$ cat src/rtl/irq_pending_encoder_if.sv
// Request/offer bundle between request sources, the pending encoder and its service engine.
// master drives requests, mask, ack and clear_ovf; slave returns the offer and status.
interface irq_pending_encoder_if #(
  parameter int N = 4
);
  logic [N-1:0]         d;
  logic [N-1:0]         mask;
  logic [$clog2(N)-1:0] q;
  logic                 v;
  logic                 ack;
  logic [N-1:0]         pending;
  logic [N-1:0]         ovf;
  logic                 clear_ovf;

  modport master (
    output d, mask, ack, clear_ovf,
    input  q, v, pending, ovf
  );

  modport slave (
    input  d, mask, ack, clear_ovf,
    output q, v, pending, ovf
  );
endinterface

$ cat src/rtl/irq_pending_encoder.sv
// Latches request events into a pending register and offers the highest-priority unmasked one; 2 cycles request-to-offer.
// The offer is held stable until ack; the IDLE state between grants limits throughput to one grant per 2 cycles.
module irq_pending_encoder #(
  parameter bit EDGE = 1'b1,
  parameter int N    = 4
) (
  input  logic                 clk,
  input  logic                 reset_n,
  irq_pending_encoder_if.slave bus
);

  typedef enum logic {IDLE = 1'b0, OFFER = 1'b1} state_t;

  state_t       state_q, state_d;
  logic [N-1:0] d_prev_q;
  logic [N-1:0] pending_q, pending_d;
  logic [N-1:0] ovf_q, ovf_d;
  logic [1:0]   idx_q, idx_d;

  logic [N-1:0] set_w;
  logic [N-1:0] clr_w;
  logic [N-1:0] pm_w;
  logic [1:0]   enc_w;
  logic         v_w;
  logic         fire_w;

  assign set_w = EDGE ? (bus.d & ~d_prev_q) : bus.d;
  assign pm_w  = pending_q & bus.mask;

  // Ascending scan so the highest set bit wins.
  always_comb begin
    enc_w = 2'd0;
    for (int i = 0; i < N; i++) begin
      if (pm_w[i]) enc_w = i[1:0];
    end
  end

  // A new event on the bit being serviced survives the clear.
  assign pending_d = (pending_q & ~clr_w) | set_w;
  assign ovf_d     = (bus.clear_ovf ? '0 : ovf_q) | (set_w & pending_q & ~clr_w);

  always_ff @(posedge clk or negedge reset_n) begin
    if (!reset_n) begin
      state_q   <= IDLE;
      idx_q     <= 2'd0;
      d_prev_q  <= '0;
      pending_q <= '0;
      ovf_q     <= '0;
    end else begin
      state_q   <= state_d;
      idx_q     <= idx_d;
      d_prev_q  <= bus.d;
      pending_q <= pending_d;
      ovf_q     <= ovf_d;
    end
  end

  always_comb begin
    state_d = state_q;
    idx_d   = idx_q;
    case (state_q)
      IDLE: begin
        if (|pm_w) begin
          state_d = OFFER;
          idx_d   = enc_w;
        end
      end
      OFFER: begin
        if (bus.ack) state_d = IDLE;
      end
      default: state_d = IDLE;
    endcase
  end

  always_comb begin
    v_w    = (state_q == OFFER);
    fire_w = v_w & bus.ack;
    clr_w  = fire_w ? ({{(N-1){1'b0}}, 1'b1} << idx_q) : '0;
  end

  assign bus.v       = v_w;
  assign bus.q       = idx_q;
  assign bus.pending = pending_q;
  assign bus.ovf     = ovf_q;

endmodule

$ cat src/flat_wrapper.sv
// flat-port wrapper written by rule: the top's interface ports become plain ports
module irq_pending_encoder_flat 
#(
  parameter bit EDGE = 1'b1,
  parameter int N    = 4
)
  (clk, reset_n, bus_d, bus_mask, bus_ack, bus_clear_ovf, bus_q, bus_v, bus_pending, bus_ovf);
  irq_pending_encoder_if #(.N(N)) bus_i ();
  input  logic clk;
  input  logic reset_n;
  input wire logic [$bits(bus_i.d)-1:0] bus_d;
  input wire logic [$bits(bus_i.mask)-1:0] bus_mask;
  input wire logic [$bits(bus_i.ack)-1:0] bus_ack;
  input wire logic [$bits(bus_i.clear_ovf)-1:0] bus_clear_ovf;
  output wire logic [$bits(bus_i.q)-1:0] bus_q;
  output wire logic [$bits(bus_i.v)-1:0] bus_v;
  output wire logic [$bits(bus_i.pending)-1:0] bus_pending;
  output wire logic [$bits(bus_i.ovf)-1:0] bus_ovf;
  assign bus_i.d = bus_d;
  assign bus_i.mask = bus_mask;
  assign bus_i.ack = bus_ack;
  assign bus_i.clear_ovf = bus_clear_ovf;
  assign bus_q = bus_i.q;
  assign bus_v = bus_i.v;
  assign bus_pending = bus_i.pending;
  assign bus_ovf = bus_i.ovf;
  irq_pending_encoder #(.EDGE(EDGE), .N(N)) u_core (.clk(clk), .reset_n(reset_n), .bus(bus_i));
endmodule
$ cat config.mk
export PLATFORM = sky130hd
export DESIGN_NAME = irq_pending_encoder_flat
export DESIGN_NICKNAME = d
export VERILOG_FILES = /design/src/rtl/irq_pending_encoder_if.sv /design/src/rtl/irq_pending_encoder.sv /design/src/flat_wrapper.sv
export SDC_FILE = /design/constraint.sdc
export NUM_CORES = 1
export LEC_CHECK = 0
export ABC_CLOCK_PERIOD_IN_PS = 1100
export CAP_MARGIN = 20
export CORE_MARGIN = 4
export CORE_UTILIZATION = 37
export DETAILED_ROUTE_END_ITERATION = 16
export PLACE_DENSITY = 0.8
export SLEW_MARGIN = 20
export SYNTH_ARGS = -nofsm -noshare
export SYNTH_HDL_FRONTEND = slang
export SYNTH_SLANG_ARGS = --single-unit
$ cat constraint.sdc
create_clock -name clk -period 1.1 [get_ports clk]
set_input_delay 0.165 -clock clk [delete_from_list [all_inputs] [get_ports clk]]
set_output_delay 0.165 -clock clk [all_outputs]
set_load 0.05 [all_outputs]
==> flow_metrics.py <==
metrics = {
    "hold_path": {
        "hp-class": "input port to async pin",
    },
    "power": {
        "pwr_density_cell_mw_per_mm2": 2840,
        "switching_share": 0.411,
        "p_leak_uw": 0.000516,
        "internal_power_uw": 1970,
        "vdd_drop_max_mv": 1.79,
        "comb_power_share": 0.619,
        "finalPower_uw": 3340,
        "power_frac_seq": 0.285,
        "p_clk_frac": 0.096,
        "p_switching_uw": 1370,
    },
    "route": {
        "first_iter_violations": 17,
        "drt-total-wl_um": 1650,
        "viasPerCell": 5.15,
        "drt-pass1-iter-count": 4,
        "ant_nets": 0,
        "dr_total_vias": 567,
        "drc": 0,
        "avgRoutedWirePerCell_um": 15.0,
    },
    "global_routing": {
        "grt_util_all_layers": 0.142,
        "grt_max_degree": 16,
        "grt_pass1_vias": 578,
        "grt_pass1_wl_um": 2590,
        "grt.overflow.total": 0,
        "grt_antenna_before_repair": 0,
    },
    "sta": {
        "fin_worst_skew_ns": 0.00126,
        "finalSetupViolCount": 4,
        "max_slew_margin": 0.864,
        "slew_viol_final": 0,
        "worst_slew_pin_slew_ns": 0.204,
        "rsz0062_at_grt": "true",
        "period_needed_ns": 1.14,
        "fmax_ghz": 0.880,
        "fin_crit_sh": 1.03,
        "worst_slack_ns": -0.0365,
        "hold_viol_final": 0,
    },
    "worst_setup_path": {
        "path_max_fanout": 2,
        "required_ns": 0.94,
        "criticalPathCategory": "register to primary output",
        "crit_path_start_kind": "register",
        "endpoint_kind": "primary output",
        "cp.arrival_ns": 0.97,
        "r2r_cells": 4,
    },
    "floorplan": {
        "rows": 14,
        "num_io_pins": 23,
        "core-area_mm2": 0.00152,
        "dieArea_mm2": 0.00236,
        "die_w_um": 48.6,
        "die_y_um": 48.6,
        "start_util": 0.400,
    },
    "yosys": {
        "yosysSeqAreaShare": 0.616,
        "ys_ff_latch": 15,
        "yosysWarnings": 0,
        "synth_area_leaders": "dfrtp_1 (62%), o31ai_4 (7.0%), nand2_1 (6.2%), nand2b_1 (5.1%), o22ai_1 (4.1%)",
        "synthDistinctLibCells": 14,
        "synth_top_area_frac": 0.616,
        "synth.net_count": 64,
        "mappedNetlistArea_um2": 609,
        "synth_largest_area_cell": "dfrtp_1",
        "synthCells": 52,
        "syn_area_per_cell_um2": 11.7,
    },
    "run_status": {
        "status": "complete, but fails checks",
        "violations": "setup timing",
    },
    "placement": {
        "place.gp.congestion": 0.687,
        "place_ws_ns": -0.126,
        "dp_hpwl_um": 987,
        "dpl_cell_area_mm2": 0.00101,
        "port_buffers": 22,
    },
    "clock_network": {
        "clock-sinks": 15,
        "clk_latency_ns": 0.28,
        "numCtsBuffers": 3,
        "postCtsHoldBufs": 0,
        "cts_root_buf": "clkbuf_4",
        "clockBufferDepth": 2,
        "h-tree-depth": 1,
        "clk_pin_slew_worst_paths_ns": 0.09,
        "cts_tree": "done",
    },
    "cells_and_area": {
        "area_growth_syn_to_layout_pct": 92.6,
        "n_fill_cell": 85,
        "final_area_mm2": 0.00117,
        "ff_latch_area_um2": 384,
        "final_cell_mix": "clkdlybuf4s50_1 (11), buf_12 (11), buf_4 (8), buf_6 (8), dfrtp_1 (8)",
        "num_antenna_cells": 0,
        "layout-drive-gt1-share": 0.511,
        "multiInputGateArea_um2": 244,
        "final_nets": 107,
    },
    "job": {
        "drv_cap": 0,
    },
}
synth_stat cells:
master / instances
dfrtp_1: 15
nand2_2: 1
nand2_1: 10
o31ai_4: 2
o2bb2ai_1: 1
inv_1: 5
a221o_1: 1
nor2_1: 1
a22oi_1: 2
o22ai_1: 4
nand2b_1: 5
o21ai_0: 2
o21ai_2: 2
o21a_1: 1
repair_timing:
item | in CTS | in global routing
resized for setup | 4 | 11
pin swaps | 0 | 6
buffers inserted | 10 | 1
endpoints found under the setup margin | 5 | 11
routing by layer:
layer,GRT usage,vias up,wire length [um]
li1,-,269,-
met1,0.173,276,618
met2,0.237,17,887
met3,0.0399,5,106
met4,0.0538,0,42
met5,0,-,0
flip-flops by register name, summed over array words and instances, names as in the netlist:
name / count
u_core.d_prev_q: 4
u_core.bus.v: 1
u_core.bus.ovf: 4
u_core.bus.pending: 4
u_core.bus.q: 2
kinds of logic (layout without fill, tap and decap cells):
| kind of cell | Yosys count | after routing | synth area share |
|---|---|---|---|
| AOI/OAI and AO/OA | 15 | 15 | 0.224 |
| and+or+nand+nor | 17 | 17 | 0.129 |
| DFF | 15 | 15 | 0.616 |
| buffers and inverters | 5 | 47 | 0.0308 |
worst max-delay path, cell delays in order, from the launching register on:
cell and delay [ns]:
dfrtp_2 0.43, buf_6 0.12, buf_12 0.13
power groups by stage:
stage	clock (uW)	sequential [uW]	combinational [uW]
final	321	950	2070
after global routing	352	976	2170
after CTS	325	919	1940
after detailed placement	0	975	1610
after global placement	0	968	1590
after floorplan	0	1400	300
per-stage QoR:
step	utilization	setup TNS, ns	hold WS (ns)	cells
after global routing	0.770	-0.429	0.199	110
after floorplan	-	-0.197	-0.131	52
final	0.770	-0.103	0.183	110
after global placement	0.660	-0.785	0.492	95
after CTS	0.737	-0.0801	0.193	109
after detailed placement	0.660	-0.957	0.498	95
layout make-up:
type,instances,share of cell area
repair buffers,38,0.409
flip-flops and latches,15,0.327
multi-input cells,32,0.208
inverters,5,0.0160
well taps,16,0.0171
clock buffers,4,0.0224
path summary, 6_finish.rpt:
check,to,startpoint,slack [ns]
max,bus_pending[1],u_core.bus.pending[1],-0.04
min,u_core.d_prev_q[1],reset_n,0.18
max reg2reg,u_core.bus.q[0],u_core.bus.pending[1],0.01
min reg2reg,u_core.bus.pending[2],u_core.d_prev_q[2],0.51
max in group asynchronous,u_core.bus.pending[2],reset_n,0.73
min in group clk,u_core.d_prev_q[2],bus_d[2],0.34
Note: power is estimated with default switching activity, not from simulation.
